--- src/rtl/sdram_host_link_if.sv ---
// Parallel command/response and byte-link signals of the SDRAM host link.
// The master modport is the link block itself; slave is whatever drives commands and bytes.
interface sdram_host_link_if;
  logic        cmd_wr;
  logic [23:0] cmd_adr;
  logic [15:0] cmd_data;
  logic        cmd_stb;
  logic        cmd_ack;
  logic [7:0]  tx_dat;
  logic        tx_stb;
  logic        tx_ack;
  logic [7:0]  rx_dat;
  logic        rx_stb;
  logic        rx_ack;
  logic [15:0] rsp_data;
  logic        rsp_err;
  logic        rsp_stb;
  logic        rsp_ack;

  modport master (
    input  cmd_wr, cmd_adr, cmd_data, cmd_stb, tx_ack, rx_dat, rx_stb, rsp_ack,
    output cmd_ack, tx_dat, tx_stb, rx_ack, rsp_data, rsp_err, rsp_stb
  );

  modport slave (
    output cmd_wr, cmd_adr, cmd_data, cmd_stb, tx_ack, rx_dat, rx_stb, rsp_ack,
    input  cmd_ack, tx_dat, tx_stb, rx_ack, rsp_data, rsp_err, rsp_stb
  );
endinterface

--- src/rtl/sdram_host_link.sv ---
// Turns parallel SDRAM read/write commands into byte frames for the UART-side bridge
// and parses the reply bytes into one response per command, with an idle timeout.
module sdram_host_link #(
  parameter logic [7:0]  WR_OP    = 8'h57,
  parameter logic [7:0]  RD_OP    = 8'h52,
  parameter logic [7:0]  ACK_BYTE = 8'h4B,
  parameter int unsigned TO_W     = 20,
  parameter int unsigned TIMEOUT  = 1000000
) (
  input  logic                 CLK_133MHZ,
  input  logic                 rst,
  sdram_host_link_if.master    link,
  output logic                 busy,
  output logic [7:0]           drop_cnt
);

  localparam logic [1:0] StIdle = 2'd0;
  localparam logic [1:0] StSend = 2'd1;
  localparam logic [1:0] StWait = 2'd2;
  localparam logic [1:0] StResp = 2'd3;

  localparam logic [TO_W-1:0] TimeoutLast = TO_W'(TIMEOUT - 1);

  logic [1:0]      state_q, state_d;
  logic [47:0]     shift_q, shift_d;
  logic [2:0]      tx_left_q, tx_left_d;
  logic [1:0]      rx_left_q, rx_left_d;
  logic            wr_q, wr_d;
  logic [TO_W-1:0] timer_q, timer_d;
  logic [15:0]     rsp_data_q, rsp_data_d;
  logic            rsp_err_q, rsp_err_d;
  logic [7:0]      drop_q, drop_d;

  always_comb begin
    state_d    = state_q;
    shift_d    = shift_q;
    tx_left_d  = tx_left_q;
    rx_left_d  = rx_left_q;
    wr_d       = wr_q;
    timer_d    = timer_q;
    rsp_data_d = rsp_data_q;
    rsp_err_d  = rsp_err_q;
    drop_d     = drop_q;

    // Bytes arriving outside WAIT_RSP are consumed and thrown away.
    if (link.rx_stb && (state_q != StWait) && (drop_q != 8'hFF)) begin
      drop_d = drop_q + 8'd1;
    end

    unique case (state_q)
      StIdle: begin
        if (link.cmd_stb) begin
          shift_d    = {link.cmd_wr ? WR_OP : RD_OP, link.cmd_adr,
                        link.cmd_wr ? link.cmd_data : 16'h0000};
          tx_left_d  = link.cmd_wr ? 3'd6 : 3'd4;
          wr_d       = link.cmd_wr;
          rsp_data_d = 16'h0000;
          rsp_err_d  = 1'b0;
          state_d    = StSend;
        end
      end
      StSend: begin
        if (link.tx_ack) begin
          shift_d   = {shift_q[39:0], 8'h00};
          tx_left_d = tx_left_q - 3'd1;
          if (tx_left_q == 3'd1) begin
            state_d   = StWait;
            timer_d   = '0;
            rx_left_d = wr_q ? 2'd1 : 2'd2;
          end
        end
      end
      StWait: begin
        // A byte landing on the timeout cycle takes priority over the timeout.
        if (link.rx_stb) begin
          timer_d   = '0;
          rx_left_d = rx_left_q - 2'd1;
          if (wr_q) begin
            if (link.rx_dat != ACK_BYTE) rsp_err_d = 1'b1;
          end else begin
            rsp_data_d = {rsp_data_q[7:0], link.rx_dat};
          end
          if (rx_left_q == 2'd1) state_d = StResp;
        end else if (timer_q == TimeoutLast) begin
          rsp_err_d  = 1'b1;
          rsp_data_d = 16'h0000;
          state_d    = StResp;
        end else begin
          timer_d = timer_q + 1'b1;
        end
      end
      StResp: begin
        if (link.rsp_ack) state_d = StIdle;
      end
      default: state_d = StIdle;
    endcase
  end

  always_ff @(posedge CLK_133MHZ or posedge rst) begin
    if (rst) begin
      state_q    <= StIdle;
      shift_q    <= '0;
      tx_left_q  <= '0;
      rx_left_q  <= '0;
      wr_q       <= 1'b0;
      timer_q    <= '0;
      rsp_data_q <= '0;
      rsp_err_q  <= 1'b0;
      drop_q     <= '0;
    end else begin
      state_q    <= state_d;
      shift_q    <= shift_d;
      tx_left_q  <= tx_left_d;
      rx_left_q  <= rx_left_d;
      wr_q       <= wr_d;
      timer_q    <= timer_d;
      rsp_data_q <= rsp_data_d;
      rsp_err_q  <= rsp_err_d;
      drop_q     <= drop_d;
    end
  end

  always_comb begin
    link.cmd_ack  = (state_q == StIdle);
    link.tx_stb   = (state_q == StSend);
    link.tx_dat   = (state_q == StSend) ? shift_q[47:40] : 8'h00;
    // Every state consumes rx bytes; only reset itself holds rx_ack low.
    link.rx_ack   = ~rst;
    link.rsp_stb  = (state_q == StResp);
    link.rsp_data = rsp_data_q;
    link.rsp_err  = rsp_err_q;
    busy          = (state_q != StIdle);
    drop_cnt      = drop_q;
  end

endmodule

--- src/flat_wrapper.sv ---
// flat-port wrapper written by rule: the top's interface ports become plain ports
module sdram_host_link_flat 
#(
  parameter logic [7:0]  WR_OP    = 8'h57,
  parameter logic [7:0]  RD_OP    = 8'h52,
  parameter logic [7:0]  ACK_BYTE = 8'h4B,
  parameter int unsigned TO_W     = 20,
  parameter int unsigned TIMEOUT  = 1000000
)
  (CLK_133MHZ, rst, busy, drop_cnt, link_cmd_wr, link_cmd_adr, link_cmd_data, link_cmd_stb, link_tx_ack, link_rx_dat, link_rx_stb, link_rsp_ack, link_cmd_ack, link_tx_dat, link_tx_stb, link_rx_ack, link_rsp_data, link_rsp_err, link_rsp_stb);
  sdram_host_link_if link_i ();
  input  logic CLK_133MHZ;
  input  logic rst;
  output logic busy;
  output logic [7:0] drop_cnt;
  input wire logic [$bits(link_i.cmd_wr)-1:0] link_cmd_wr;
  input wire logic [$bits(link_i.cmd_adr)-1:0] link_cmd_adr;
  input wire logic [$bits(link_i.cmd_data)-1:0] link_cmd_data;
  input wire logic [$bits(link_i.cmd_stb)-1:0] link_cmd_stb;
  input wire logic [$bits(link_i.tx_ack)-1:0] link_tx_ack;
  input wire logic [$bits(link_i.rx_dat)-1:0] link_rx_dat;
  input wire logic [$bits(link_i.rx_stb)-1:0] link_rx_stb;
  input wire logic [$bits(link_i.rsp_ack)-1:0] link_rsp_ack;
  output wire logic [$bits(link_i.cmd_ack)-1:0] link_cmd_ack;
  output wire logic [$bits(link_i.tx_dat)-1:0] link_tx_dat;
  output wire logic [$bits(link_i.tx_stb)-1:0] link_tx_stb;
  output wire logic [$bits(link_i.rx_ack)-1:0] link_rx_ack;
  output wire logic [$bits(link_i.rsp_data)-1:0] link_rsp_data;
  output wire logic [$bits(link_i.rsp_err)-1:0] link_rsp_err;
  output wire logic [$bits(link_i.rsp_stb)-1:0] link_rsp_stb;
  assign link_i.cmd_wr = link_cmd_wr;
  assign link_i.cmd_adr = link_cmd_adr;
  assign link_i.cmd_data = link_cmd_data;
  assign link_i.cmd_stb = link_cmd_stb;
  assign link_i.tx_ack = link_tx_ack;
  assign link_i.rx_dat = link_rx_dat;
  assign link_i.rx_stb = link_rx_stb;
  assign link_i.rsp_ack = link_rsp_ack;
  assign link_cmd_ack = link_i.cmd_ack;
  assign link_tx_dat = link_i.tx_dat;
  assign link_tx_stb = link_i.tx_stb;
  assign link_rx_ack = link_i.rx_ack;
  assign link_rsp_data = link_i.rsp_data;
  assign link_rsp_err = link_i.rsp_err;
  assign link_rsp_stb = link_i.rsp_stb;
  sdram_host_link #(.WR_OP(WR_OP), .RD_OP(RD_OP), .ACK_BYTE(ACK_BYTE), .TO_W(TO_W), .TIMEOUT(TIMEOUT)) u_core (.CLK_133MHZ(CLK_133MHZ), .rst(rst), .link(link_i), .busy(busy), .drop_cnt(drop_cnt));
endmodule
--- config.mk ---
export PLATFORM = sky130hd
export DESIGN_NAME = sdram_host_link_flat
export DESIGN_NICKNAME = d
export VERILOG_FILES = /design/src/rtl/sdram_host_link_if.sv /design/src/rtl/sdram_host_link.sv /design/src/flat_wrapper.sv
export SDC_FILE = /design/constraint.sdc
export NUM_CORES = 1
export LEC_CHECK = 0
export CAP_MARGIN = 20
export CORE_ASPECT_RATIO = 1.75
export CORE_MARGIN = 3
export CORE_UTILIZATION = 52
export CTS_CLUSTER_DIAMETER = 80
export DETAILED_ROUTE_END_ITERATION = 8
export PLACE_DENSITY = 0.8
export SYNTH_ARGS = -nofsm -noshare
export SYNTH_HDL_FRONTEND = slang
export SYNTH_SLANG_ARGS = --single-unit
--- constraint.sdc ---
create_clock -name CLK_133MHZ -period 6.5 [get_ports CLK_133MHZ]
set_input_delay 1.95 -clock CLK_133MHZ [delete_from_list [all_inputs] [get_ports CLK_133MHZ]]
set_output_delay 1.95 -clock CLK_133MHZ [all_outputs]
set_load 0.02 [all_outputs]
# --- After elaboration in Yosys (flattened, before gate mapping) ---
# Index checks and enable logic that the tools add are counted.
totals:
  in_bits: 55
  output_inout_bits: 38
  register_bits: 101
classes:
  muxes: 39
  reduce_logical: 14
  n_addsub: 4
  bitwise_logic: 1
  n_eq_ne: 20
op_table:
  columns: ["operator", "n"]
  rows:
  - ["$mux W48", 2]
  - ["$pmux W48 S2", 1]
  - ["$mux W16", 5]
  - ["$mux W20", 4]
  - ["$pmux W20 S2", 1]
  - ["$pmux W16 S2", 1]
  - ["$mux W2", 12]
  - ["$add A20 B1 Y20 const B", 1]
  - ["$eq A20 B20 Y1 const B", 1]
  - ["$ne A3 B2 Y1 const B", 4]
  - ["$reduce_and A4 Y1", 3]
  - ["$ne A2 B2 Y1 const B", 5]
  - ["$mux W3", 3]
  - ["$add A8 B1 Y8 const B", 1]
  - ["$mux W8", 1]
  - ["$ne A8 B7 Y1 const B", 1]
  - ["$ne A8 B8 Y1 const B", 1]
  - ["$pmux W2 S4", 1]
  - ["$reduce_bool A2 Y1", 4]
  - ["$ne A3 B3 Y1 const B", 2]
  - ["$pmux W3 S2", 1]
  - ["$reduce_and A6 Y1", 1]
  - ["$mux W1", 5]
  - ["$reduce_and A5 Y1", 1]
  - ["13 further kinds", 16]

# --- Logic depth before layout (Yosys ltp) ---
# Gate-level depths: netlist (run 1).
logic_depth:
  depth_word: 5
  depth_mapped: 9
  ltp_nobuf: 7

# --- Worst setup path after synthesis (run 1) ---
# OpenSTA, ideal clock, no wires.
synth_path:
  path_kind: "input port to output port"
  from: "in rst"
  to: "out link_rx_ack"
  t_arrival_ns: 4.143
  path_buffers: 0
  slack_ns: 0.407
  required_ns: 4.550
  stages: 1
  path_cell_list: "inv_1"
synth_between:
  elab_chain_cells: 1
synth_lines:
  columns: ["element", "line", "text"]
  rows:
  - ["start, declared", "flat_wrapper.sv:13", "input logic rst;"]
  - ["$not A1 Y1", "sdram_host_link.sv:128", "link.rx_ack = ~rst;"]
  - ["end, declared", "flat_wrapper.sv:27", "output wire logic [$bits(link_i.rx_ack)-1:0] link_rx_ack;"]
# Every way passes these cells.

# --- Worst setup path in the final report (run 1) ---
# Ends and elaborated chain as after synthesis.

==> out/results.tsv, run 1 <==
metric	value	unit
final number of max-transition violations	0	
crit-path max cell delay	610	ps
syn_nets	563	
grt ovf	0	
most frequent CP cell	clkdlybuf4s50_1	
top achievable clock speed	0.197	GHz
r2r startpoint	u_core.state_q[1]	
total number of yosys warnings	0	
Core ar.	0.00915	sq mm
width of the die	79.5	um
Port Buffers	92	
Starting Density	0.537	
worst vdd ir	243	uV
diodes inserted	0	
worst-skew pair later-pin latency	340	ps
Fin Clk Skew	4.16	ps
final setup fails	0	
worst slack, placed	1440	ps
initial antenna violation count	0	
final worst path period need	5070	ps
Worst slew margin	0.306	
crit path cell chain	clkdlybuf4s50_1 > inv_4 > clkdlybuf4s50_1	
slowest library cell on the worst path	clkdlybuf4s50_1	
Synth area leaders	dfrtp_1 51%, nand2_1 5.6%, mux2i_1 4.9%	
Final Hold Fails	0	
RSZ-0062 raised after global routing	false	
clock sinks	101	
Post-Syn Area	0.00491	sq mm
cts bufs inserted	9	
main flop type after synthesis	dfrtp_1	
DR DRC count	0	
global-route wire length before repair	19.1	mm
CTS tree	yes	
Final TNS setup	0	ps
RePlAce Congestion	0.937	
max-cap violations	0	
Antenna Nets Post-Route	0	
Static Leak	2.70	nW
via count	4106	
arrival time worst endpoint	3120	ps
Hold-fix buffers, CTS	0	
Max H-tree Level	3	
most common cell after layout, fill and taps aside	dfrtp_1	
CP Launch Type	input port	
sequential cell area fraction in the yosys report	0.514	
DP HPWL	8.40	mm
hold slack final	462	ps
actual slew at the worst max-slew pin	1040	ps
First-pass DRT Iterations	5	
Async SR Flop Fraction	1.00	
layout cell share with drive strength beyond 1	0.0619	
Nets	642	
cell taking the most area after synthesis	dfrtp_1	
num ports	93	
fin cells	702	
post-placement cell count	685	
Setup crit end kind	primary output	
post-synth top area share	0.514	
postcts setup bufs	0	
status	finished clean	
crit-path max FO	2	
Total Routing Usage GR	0.228	
Area Growth Syn to Fin	26.7	%
# rows	46	
Die Area	0.0107	sq mm
Avg Vias per Cell	5.85	
most frequent cells in the layout	101 x dfrtp_1, 92 x clkdlybuf4s50_1, 73 x nand2_1	
CP Class	in -> out	
Cell variety after synth	51	
syn avg cell area	9.87	sq um
PwrDens	446	mW/mm^2
largest net degree at the start of global routing	75	
Worst Path Required	4550	ps
EDFF count, synth	0	
vias in the first global route	4081	
Routed WL	11.8	mm
Resize count post-CTS	0	
setup ws final	1430	ps
Root Driver	clkbuf_16	
Synth Register Bits	101	
worst min-delay path category	reg -> reg	
Clk pin slew, worst setup/hold paths	70	ps
Worst Setup SP	rst	
Hold Startpoint	u_core.shift_q[46]	
Period Utilization, post-route	0.780	
Cells after Synth	498	
Die Ht	135	um
clk buf depth	2	
detailed-route wire length per cell	16.8	um
Iteration-0 DRC Markers	368	
sequential cells by signal, summed over array words and instances, names as in the netlist:
signal	cells
u_core.state_q	2
u_core.link.rsp_data	16
u_core.link.rsp_err	1
u_core.shift_q	48
u_core.tx_left_q	3
u_core.timer_q	20
u_core.wr_q	1
u_core.rx_left_q	2
u_core.drop_cnt	8
final timing paths:
path,cells after the start,slack [ps],end
setup / recovery,3,1430,link_rx_ack
hold / removal,2,460,u_core.shift_q[46]
setup reg to reg,8,3480,u_core.timer_q[15]
hold reg to reg,2,460,u_core.shift_q[46]
max in group asynchronous,4,3190,u_core.timer_q[4]
min in group asynchronous,3,2170,u_core.link.rsp_data[0]
cell usage after synthesis, types with 5 or more instances:
| cell type | n |
|---|---|
| a21oi_1 | 16 |
| a221oi_1 | 8 |
| a31oi_1 | 9 |
| nand3_1 | 21 |
| nand2_1 | 73 |
| and3_1 | 7 |
| nor3_1 | 6 |
| nand4_1 | 11 |
| nor2_1 | 26 |
| nand2b_1 | 5 |
| buf_1 | 5 |
| a22o_1 | 17 |
| mux2_2 | 5 |
| inv_1 | 16 |
| o21ai_0 | 47 |
| dfrtp_1 | 101 |
| clkbuf_1 | 20 |
| ha_1 | 10 |
| xnor2_1 | 6 |
| mux2i_1 | 24 |
| and2_1 | 10 |
stage by stage:
step | utilization | cell area [sq um] | total power, mW
finish | 0.680 | 6220 | 2.77
global route | 0.680 | 6220 | 2.96
CTS | 0.679 | 6220 | 2.79
detailed placement | 0.645 | 5900 | 2.21
global placement | 0.645 | 5900 | 2.16
floorplan | - | 4910 | 1.82
routing by layer:
layer | track usage | part of all wire
met3 | 0.0454 | 0.045
met4 | 0.136 | 0.045
met1 | 0.255 | 0.37
met2 | 0.393 | 0.54
met5 | 0 | 0
critical path, delay by kind of cell:
kind | cells | cell delay (ps)
buffers and inverters | 3 | 1170
cell families after synthesis:
family | share of synthesized area
xor+xnor | 0.0178
compound gates | 0.168
simple gates | 0.176
fa+ha+maj | 0.0255
buf+inv | 0.0390
mux | 0.0603
flops | 0.514
layout make-up:
class | instances | area (sq um)
Inverter | 16 | 62.6
Multi-Input combinational cell | 351 | 2200
Timing Repair Buffer | 98 | 966
Tap cell | 120 | 150
Clock inverter | 6 | 86.3
Clock buffer | 10 | 229
Fill cell | 691 | 2930
Sequential cell | 101 | 2530
power by group:
| part | switching [mW] | internal [mW] | leakage [nW] |
|---|---|---|---|
| clock | 0.235 | 0.338 | 0.153 |
| combinational | 0.703 | 0.498 | 1.24 |
| sequential | 0.146 | 0.855 | 1.30 |
| total | 1.08 | 1.69 | 2.70 |
Note: power is estimated with default switching activity, not from simulation.
==> run 2: changes to the inputs <==
--- a/config.mk
+++ b/config.mk
@@ -8,10 +8,10 @@
 export CAP_MARGIN = 20
 export CORE_ASPECT_RATIO = 1.75
 export CORE_MARGIN = 3
-export CORE_UTILIZATION = 52
+export CORE_UTILIZATION = 47
 export CTS_CLUSTER_DIAMETER = 80
 export DETAILED_ROUTE_END_ITERATION = 8
-export PLACE_DENSITY = 0.8
+export PLACE_DENSITY = 0.76
 export SYNTH_ARGS = -nofsm -noshare
 export SYNTH_HDL_FRONTEND = slang
 export SYNTH_SLANG_ARGS = --single-unit
==> constraint.sdc (replaced) <==
create_clock -name CLK_133MHZ -period 4.6 [get_ports CLK_133MHZ]
set_input_delay 1.38 -clock CLK_133MHZ [delete_from_list [all_inputs] [get_ports CLK_133MHZ]]
set_output_delay 1.38 -clock CLK_133MHZ [all_outputs]
set_load 0.02 [all_outputs]
==> run 2 against run 1 <==
  * Worst hold slack worse by 4.4 ps
  * Total power up 45%
  * Clock-buffer cell count unchanged
  * Global-route usage down 2.5 points
  * Clock skew up 0.79 ps
  * Critical path type unchanged
==> out/results.tsv, run 2 (same netlist as run 1, synthesis figures left out) <==
metric	value	unit
fin area	0.00628	sq mm
most frequent CP cell	clkdlybuf4s50_1	
Area Growth Syn to Fin	27.8	%
Worst path depth	3	
slowest library cell on the worst path	clkdlybuf4s50_1	
worst min-delay path category	reg -> reg	
Worst slew margin	0.346	
final setup fails	0	
Avg Vias per Cell	5.65	
grt ovf	0	
hold path depth	2	
PwrDens	641	mW/mm^2
Clk pin slew, worst setup/hold paths	70	ps
global-route wire length before repair	19.3	mm
flip-flop and latch area	0.00253	sq mm
Fin Clk Skew	4.95	ps
status	finished clean	
worst-skew pair later-pin latency	350	ps
Max H-tree Level	3	
Die Ht	141	um
initial antenna violation count	0	
CP Launch Type	input port	
CP Class	in -> out	
Period Utilization, post-route	0.861	
CTS tree	yes	
RePlAce Congestion	0.946	
area of the multi-input gates	0.00220	sq mm
Antenna Nets Post-Route	0	
First-pass DRT Iterations	4	
Final TNS setup	0	ps
max-cap violations	0	
Top reg by flops	u_core.shift_q	
Iteration-0 DRC Markers	210	
cts bufs inserted	9	
r2r startpoint	u_core.state_q[1]	
largest net degree at the start of global routing	68	
number of flip-flops in the largest register	48	
DP HPWL	8.55	mm
num ports	93	
Starting Density	0.490	
Hold Startpoint	u_core.shift_q[43]	
Port Buffers	92	
Worst Path Required	3220	ps
crit-path max cell delay	550	ps
clk buf depth	2	
final number of max-transition violations	0	
Hold-fix buffers, CTS	0	
via count	4005	
critical path's top delay family	buffers and inverters	
Resize count post-CTS	0	
Routed WL	11.9	mm
postcts setup bufs	0	
Final Hold Fails	0	
Root Driver	clkbuf_16	
final worst path period need	3960	ps
Worst Setup SP	rst	
CP bufs+invs	3	
worst vdd ir	367	uV
DR DRC count	0	
Static Leak	2.72	nW
FILL cells	840	
Core ar.	0.0100	sq mm
layout cell share with drive strength beyond 1	0.0651	
width of the die	83.3	um
diodes inserted	0	
most common cell after layout, fill and taps aside	dfrtp_1	
crit path cell chain	clkdlybuf4s50_1 > clkinvlp_4 > clkdlybuf4s50_1	
Setup crit end kind	primary output	
Die Area	0.0118	sq mm
detailed-route wire length per cell	16.7	um
most frequent cells in the layout	101 x dfrtp_1, 92 x clkdlybuf4s50_1, 73 x nand2_1	
# rows	48	
actual slew at the worst max-slew pin	975	ps
top achievable clock speed	0.253	GHz
crit-path max FO	2	
Nets	644	
Post-DP Area	0.00594	sq mm
Total Routing Usage GR	0.203	
vias in the first global route	3979	
cells on worst reg2reg path	7	
arrival time worst endpoint	2580	ps
clock sinks	101	
RSZ-0062 raised after global routing	false	
[run 2: layer usage]
layer | part of all wire | GRT usage
met1 | 0.40 | 0.239
met2 | 0.53 | 0.361
met3 | 0.043 | 0.0395
met4 | 0.022 | 0.0844
met5 | 0 | 0
[run 2: layout make-up]
type,count,share of cell area
timing repair buffer,100,0.158
clock inverter,6,0.0173
sequential,101,0.402
multi-input combinational,351,0.351
clock buffer,10,0.0364
inverter,16,0.0102
tap,125,0.0249
[run 2: final timing paths]
path,slack [ps],end
worst max-delay path,640,link_rx_ack
worst min-delay path,460,u_core.shift_q[43]
worst max register to register,1810,u_core.timer_q[4]
worst min register to register,460,u_core.shift_q[43]
max in group asynchronous,1840,u_core.shift_q[26]
min in group asynchronous,1560,u_core.link.rsp_data[13]
[run 2: power by group]
group / switching [mW] / internal [mW]
Sequential: 0.208 / 1.21
Combinational: 1.00 / 0.739
Clock: 0.338 / 0.532
[run 2: worst min-delay path, stage by stage, from the launching register on]
cell and delay [ps]:
dfrtp_1 340, nand2_1 50, nand2_1 40
[run 2: metrics by stage]
step | util | setup slack [ps] | std cells | total power [mW] | hold slack (ps)
2_1_floorplan | - | 533 | 498 | 2.57 | 430
3_3_place_gp | 0.592 | 592 | 692 | 3.09 | 444
3_5_place_dp | 0.592 | 590 | 692 | 3.17 | 448
4_1_cts | 0.626 | 590 | 708 | 4.05 | 463
5_1_grt | 0.626 | 598 | 709 | 4.29 | 500
6_report | 0.626 | 641 | 709 | 4.03 | 458
==> run 3: changes to the inputs <==
--- a/config.mk
+++ b/config.mk
@@ -11,6 +11,7 @@
 export CORE_UTILIZATION = 47
 export CTS_CLUSTER_DIAMETER = 80
 export DETAILED_ROUTE_END_ITERATION = 8
+export HOLD_SLACK_MARGIN = 0.05
 export PLACE_DENSITY = 0.76
 export SYNTH_ARGS = -nofsm -noshare
 export SYNTH_HDL_FRONTEND = slang
==> results of run 3 <==
Same layout as run 2: the final DEF is identical, and so are final timing and power.
